**src/rtl/boot_loader.sv**
```systemverilog
// -----------------------------------------------------------------------------
// boot_loader
//
// Serial program loader that sits in front of the CPU instruction fetch port.
// It receives a framed byte stream, writes the payload into an internal
// 2^ADDR_W x 8 program memory and then serves that memory as the CPU's
// instruction ROM. The CPU is held in reset until a complete, valid frame
// has been loaded.
//
// Frame: SYNC_BYTE, length N (1..255), N payload bytes, [checksum byte].
// The checksum byte makes the 8-bit sum of payload + checksum equal zero.
//
// Optional feature macro: BOOT_CHECKSUM_EN
//   defined   -> CHK state and running-sum register exist; a frame carries a
//                trailing checksum byte.
//   undefined -> no CHK state, no sum register; the last payload byte moves
//                LOAD straight to RUN.
//
// Ports:
//   clk           in   1       rising-edge clock
//   reset         in   1       asynchronous active-high reset
//   rx_data       in   8       incoming frame byte
//   rx_valid      in   1       rx_data valid
//   rx_ready      out  1       loader can accept a byte
//   restart       in   1       synchronous reload request (RUN/ERROR only)
//   ler_endereco  in   ADDR_W  instruction fetch address (CPU PC)
//   instrucao_out out  8       instruction at ler_endereco (combinational)
//   cpu_reset     out  1       CPU reset, high in every state except RUN
//   load_done     out  1       high in RUN
//   load_error    out  1       high in ERROR
//   state_dbg     out  3       raw FSM state encoding, for observation only
//
// Handshake: a byte is transferred on a rising edge where rx_valid && rx_ready
// are both high. rx_valid may drop at any time; a cycle without the transfer
// leaves all loader state untouched. rx_ready does not depend on rx_valid.
// -----------------------------------------------------------------------------
module boot_loader #(
    parameter int          ADDR_W    = 8,
    parameter logic [7:0]  SYNC_BYTE = 8'hA5
) (
    input  logic              clk,
    input  logic              reset,
    input  logic [7:0]        rx_data,
    input  logic              rx_valid,
    output logic              rx_ready,
    input  logic              restart,
    input  logic [ADDR_W-1:0] ler_endereco,
    output logic [7:0]        instrucao_out,
    output logic              cpu_reset,
    output logic              load_done,
    output logic              load_error,
    output logic [2:0]        state_dbg
);

    // The loaded-byte counter must hold any N up to 255 and also cover the
    // whole address range, so it is at least 8 bits wide.
    localparam int CW = (ADDR_W > 8) ? ADDR_W : 8;

    typedef enum logic [2:0] {
        ST_IDLE  = 3'd0,
        ST_LEN   = 3'd1,
        ST_LOAD  = 3'd2,
`ifdef BOOT_CHECKSUM_EN
        ST_CHK   = 3'd3,
`endif
        ST_RUN   = 3'd4,
        ST_ERROR = 3'd5
    } state_t;

    state_t            state_q, state_n;
    logic [7:0]        len_q, len_n;
    logic [CW-1:0]     loaded_cnt, loaded_cnt_n;
`ifdef BOOT_CHECKSUM_EN
    logic [7:0]        sum_q, sum_n;
`endif

    logic              accept;
    logic              mem_we;
    logic [ADDR_W-1:0] wr_addr;
    logic [CW-1:0]     cnt_inc;

    logic [7:0]        mem [2**ADDR_W];

    // ------------------------------------------------------------------
    // Output decode: everything CPU-facing comes straight from the state
    // register so it changes one cycle after the deciding byte.
    // ------------------------------------------------------------------
    always_comb begin
        rx_ready   = (state_q != ST_RUN) && (state_q != ST_ERROR);
        cpu_reset  = (state_q != ST_RUN);
        load_done  = (state_q == ST_RUN);
        load_error = (state_q == ST_ERROR);
        state_dbg  = state_q;
    end

    assign accept  = rx_valid && rx_ready;
    assign cnt_inc = loaded_cnt + CW'(1);
    assign wr_addr = ADDR_W'(loaded_cnt);

    // ------------------------------------------------------------------
    // Next-state and datapath control
    // ------------------------------------------------------------------
    always_comb begin
        state_n      = state_q;
        len_n        = len_q;
        loaded_cnt_n = loaded_cnt;
        mem_we       = 1'b0;
`ifdef BOOT_CHECKSUM_EN
        sum_n        = sum_q;
`endif

        unique case (state_q)
            ST_IDLE: begin
                // Anything that is not the sync marker is silently dropped.
                if (accept && (rx_data == SYNC_BYTE)) begin
                    state_n = ST_LEN;
                end
            end

            ST_LEN: begin
                if (accept) begin
                    loaded_cnt_n = '0;
                    if (rx_data == 8'h00) begin
                        state_n = ST_ERROR;
                    end else begin
                        len_n   = rx_data;
                        state_n = ST_LOAD;
`ifdef BOOT_CHECKSUM_EN
                        sum_n   = 8'h00;
`endif
                    end
                end
            end

            ST_LOAD: begin
                if (accept) begin
                    mem_we       = 1'b1;
                    loaded_cnt_n = cnt_inc;
`ifdef BOOT_CHECKSUM_EN
                    sum_n        = sum_q + rx_data;
`endif
                    if (cnt_inc == CW'(len_q)) begin
`ifdef BOOT_CHECKSUM_EN
                        state_n = ST_CHK;
`else
                        state_n = ST_RUN;
`endif
                    end
                end
            end

`ifdef BOOT_CHECKSUM_EN
            ST_CHK: begin
                if (accept) begin
                    if ((sum_q + rx_data) == 8'h00) begin
                        state_n = ST_RUN;
                    end else begin
                        // Hide the rejected payload from the fetch port.
                        state_n      = ST_ERROR;
                        loaded_cnt_n = '0;
                    end
                end
            end
`endif

            ST_RUN, ST_ERROR: begin
                if (restart) begin
                    state_n      = ST_IDLE;
                    loaded_cnt_n = '0;
                end
            end

            default: begin
                state_n      = ST_IDLE;
                loaded_cnt_n = '0;
            end
        endcase
    end

    // ------------------------------------------------------------------
    // State registers
    // ------------------------------------------------------------------
    always_ff @(posedge clk or posedge reset) begin
        if (reset) begin
            state_q    <= ST_IDLE;
            len_q      <= 8'h00;
            loaded_cnt <= '0;
`ifdef BOOT_CHECKSUM_EN
            sum_q      <= 8'h00;
`endif
        end else begin
            state_q    <= state_n;
            len_q      <= len_n;
            loaded_cnt <= loaded_cnt_n;
`ifdef BOOT_CHECKSUM_EN
            sum_q      <= sum_n;
`endif
        end
    end

    // ------------------------------------------------------------------
    // Program memory. Contents are never reset; loaded_cnt alone decides
    // which locations are visible, so stale data always reads as 8'h00.
    // ------------------------------------------------------------------
    always_ff @(posedge clk) begin
        if (mem_we) begin
            mem[wr_addr] <= rx_data;
        end
    end

    always_comb begin
        if (CW'(ler_endereco) < loaded_cnt) begin
            instrucao_out = mem[ler_endereco];
        end else begin
            instrucao_out = 8'h00;
        end
    end

endmodule

```
**config.mk**
```make
export PLATFORM = sky130hd
export DESIGN_NAME = boot_loader
export DESIGN_NICKNAME = d
export VERILOG_FILES = /design/src/rtl/boot_loader.sv
export SDC_FILE = /design/constraint.sdc
export NUM_CORES = 2
export LEC_CHECK = 0
export CAP_MARGIN = 5
export CORE_ASPECT_RATIO = 0.75
export CORE_MARGIN = 8
export CORE_UTILIZATION = 55
export CTS_CLUSTER_DIAMETER = 120
export DETAILED_ROUTE_END_ITERATION = 16
export GPL_ROUTABILITY_DRIVEN = 0
export PLACE_DENSITY = 0.67
export SLEW_MARGIN = 20
export SYNTH_ARGS = -nofsm -noshare
export SYNTH_HDL_FRONTEND = slang
export SYNTH_SLANG_ARGS = --single-unit
```
**constraint.sdc**
```tcl
create_clock -name clk -period 7.49 [get_ports clk]
set_input_delay 1.1235 -clock clk [delete_from_list [all_inputs] [get_ports clk]]
set_output_delay 1.1235 -clock clk [all_outputs]
set_load 0.02 [all_outputs]
```
==> results.cfg <==
[timing]
whs_ns = 0.537
finalCritPeriodShare_pct = 97.3
hold_viol = 0
rsz0062_at_grt = no
fmax_ghz = 0.137
clock_skew_ns = 0.0327
setup_viol = 0
worstMarginPinSlew_ns = 1.26
setup_ws_ns = 0.204
fin_setup_tns_ns = 0
finalCriticalPeriod_ns = 7.29
relSlewSlack_pct = 15.9
maxSlewViolCount = 0

[logic_synthesis]
ys.flop_type = edfxtp_1
synth_edf_count = 2048
netlist_instances = 4307
syn_avg_cell_area_um2 = 19.1
yosys_warnings = 0
ys_ff_latch = 2067
synth-async-reset-ratio_pct = 0.919
yosysSeqAreaShare_pct = 75.3
synth_fp_nets = 4338
synth_area_um2 = 82300
ys_types = 73

[detailed_routing]
wl_per_cell_um = 32.8
wl_met1_um = 91300
drt_iter0_drc = 6322
top_layer = met5
drc = 0
routed-wl-met3_um = 26900
routed_wl_um = 214000
via_count = 43421
postRouteAntennaNets = 0
viasPerCell = 6.65
drtPass1Iterations = 7
wl_met2_um = 91100

[worst_setup_path]
arrival_ns = 6.16
rr_worst_depth = 7
r2r_end = mem[23][3]
cp-end-kind = primary output
critPathRequiredTime_ns = 6.37
worst-path-max-fanout = 18
cp_slowest_stage_delay_ns = 0.98
rrSetupSlack_ns = 3.89
cp_cell_sequence = clkdlybuf4s50_1 -> and3b_1 -> nand2_1 -> nor3_1 -> o21ai_0 -> o21ai_0 -> a2111oi_0 -> a41o_1 -> clkdlybuf4s50_1
crit_type = primary input to primary output
timing.rr.start = state_dbg[2]
critPathTopFamily = compound AO/OA/AOI/OAI gates
slowest_stage = a2111oi_0
cp-start-kind = primary input
path_buf_inv = 2

[power_and_ir_drop]
vdd_drop_max_mv = 0.221
p_leak_nw = 28.9
p_sw_share_pct = 21.9
pwr-share-seq_pct = 53.4
netSwitchingPower_mw = 5.24
p_comb_share_pct = 6.0
p_int_mw = 18.7
clkPwrFrac_pct = 40.7
power_density_nw_per_um2 = 265

[die]
initial_core_util_pct = 55.1
design.core.area_um2 = 149000
die_h_um = 351
ios = 35
die_w_um = 463
dieArea_um2 = 162000
core.rowCount = 123

[global_route]
gr-total-overflow = 0
grt_pass1_vias = 41364
gr-usage-all-layers_pct = 25.9
grt_start_max_net_pins = 184
antenna_found_initial = 11
grt_pass1_wl_um = 306000

[clock_tree]
cts-resized-gates = 0
clock_path_buffers = 3
ctsHtreeMaxLevel = 4
cts_tree = built
cts.sink_count = 2067
cts_made_buffers = 191
cts-root-buf = clkbuf_16
cts_hold_buf = 0
cts.clk_slew.worst_paths_ns = 0.06
post_cts_buffers = 0
insertion_delay_ns = 0.84

[worst_hold_path]
hold_end = len_q[6]
whs_path_depth = 1
min_from = len_q[6]
min_path_type = flop to flop

[placement]
pre_cts_ws_ns = 0.677
io_buffers = 34
placed_cell_area_um2 = 84200
placedCellCount = 6184
dp_hpwl_um = 135000

[layout]
drive_above_1_share_pct = 14.8
nets = 4408
fin_area_um2 = 90500
syn2layout_area_growth_pct = 9.90
finalNonFillerCells = 6532
n_fill_cell = 10561

[run]
drv_cap = 0

[status]
status = completed
## power by group through the flow
| stage | clock network [mW] | logic (mW) | registers, mW |
|---|---|---|---|
| final | 9.73 | 1.43 | 12.8 |
| after global routing | 10.2 | 1.49 | 12.8 |
| after CTS | 9.82 | 1.40 | 12.8 |
| after detailed placement | 0 | 1.40 | 13.0 |
| after global placement | 0 | 1.38 | 13.0 |
| after floorplan | 0 | 0.791 | 13.0 |
## worst reg2reg max path, stage by stage (launching register included)
cell     delay, ns
dfrtp_1       0.49
nor2b_1       0.20
nand3_1       0.09
buf_4         0.20
nor3_1        0.38
nand2_1       0.63
buf_4         0.50
nor2_1        0.72
## worst max path at each step
stage | startpoint | end | slack, ns | cells past startpoint
6_report | ler_endereco[6] | instrucao_out[7] | 0.20 | 9
5_1_grt | ler_endereco[6] | instrucao_out[7] | 0.37 | 9
4_1_cts | ler_endereco[6] | instrucao_out[7] | 0.67 | 9
3_5_place_dp | ler_endereco[6] | instrucao_out[7] | 0.68 | 9
3_3_place_gp | ler_endereco[6] | instrucao_out[7] | 0.77 | 9
2_1_floorplan | ler_endereco[0] | instrucao_out[4] | 2.89 | 12
## layout make-up
type | count | area, µm² | area share [%]
flip-flops and latches | 2067 | 62000 | 68.5
multi-input cells | 1960 | 18300 | 20.2
clock buffers | 232 | 5060 | 5.59
well taps | 2000 | 2500 | 2.77
repair buffers | 139 | 1410 | 1.56
clock inverters | 112 | 1150 | 1.27
inverters | 18 | 70.1 | 0.0775
diodes | 4 | 10.0 | 0.0111
## logic make-up (layout without fill, tap and decap cells)
group	count (synthesis)	count (layout)	share of synthesized area, %
flops	2067	2067	75.3
mux	733	733	13.8
simple gates	686	686	3.69
compound gates	520	520	4.43
buf+inv	280	501	2.53
fa+ha+maj	12	12	0.179
xor+xnor	9	9	0.112
other cells	0	4	0
## cells in the mapped netlist, drive strengths merged (3+ instances only)
library cell / number / area, µm²
o22ai: 131 / 826
and3: 3 / 18.8
edfxtp: 2048 / 61500
buf: 152 / 1510
nor4: 27 / 169
or3b: 3 / 26.3
or3: 10 / 65.1
o21ai: 61 / 305
nand2: 93 / 352
a2111oi: 3 / 26.3
o31ai: 10 / 75.1
o2111ai: 4 / 35.0
nand3b: 3 / 22.5
mux4: 301 / 6990
ha: 11 / 138
a22oi: 10 / 75.1
nor3: 92 / 460
nor2: 363 / 1360
o221ai: 139 / 1240
dfrtp: 19 / 475
nand3: 36 / 180
and2: 15 / 93.8
a21oi: 88 / 440
xnor2: 5 / 43.8
inv: 18 / 67.6
or4: 10 / 75.1
o41ai: 6 / 52.6
a22o: 3 / 26.3
mux2: 18 / 203
o31a: 5 / 43.8
nand2b: 7 / 43.8
and3b: 3 / 26.3
xor2: 3 / 26.3
a211oi: 24 / 180
mux2i: 414 / 4140
nand4: 13 / 81.3
clkbuf: 109 / 490
o211ai: 6 / 45.0
o32ai: 11 / 96.3
a221oi: 7 / 73.8
## stage by stage
| stage | utilization (%) | power, mW |
|---|---|---|
| 2_1_floorplan | - | 13.8 |
| 3_3_place_gp | 56.4 | 14.4 |
| 3_5_place_dp | 56.4 | 14.4 |
| 4_1_cts | 60.6 | 24.0 |
| 5_1_grt | 60.6 | 24.5 |
| 6_report | 60.6 | 23.9 |
## per-layer routing
metal | global-route usage [%] | vias up
met1 | 39.9 | 22574
met5 | 0 | -
met2 | 36.1 | 2620
met3 | 7.90 | 318
li1 | - | 17901
met4 | 6.79 | 8
## sequential cells by signal, summed over array words and instances (netlist names)
name	flops
len_q	8
mem	2048
state_dbg	3
loaded_cnt	8
## placed cells by master, fill, tap and decap left out, types with 11 or more instances in the layout
master              n
mux2i_1           414
clkinv_2           31
mux2_2             18
clkinv_1           47
nor2_1            363
nor3_1             92
ha_1               11
buf_4              89
nand2_1            92
clkbuf_1           35
o32ai_1            11
bufinv_16          21
clkdlybuf4s50_1    16
nand3_1            36
a211oi_1           24
o21ai_0            54
and2_1             14
edfxtp_1         2048
a21oi_1            88
nand4_1            13
clkbuf_16         197
nor4_1             27
inv_1              16
o221ai_1          135
dfrtp_1            19
o22ai_1           130
mux4_1             55
buf_12             20
mux4_2            246
Note: power is estimated with default switching activity, not from simulation.
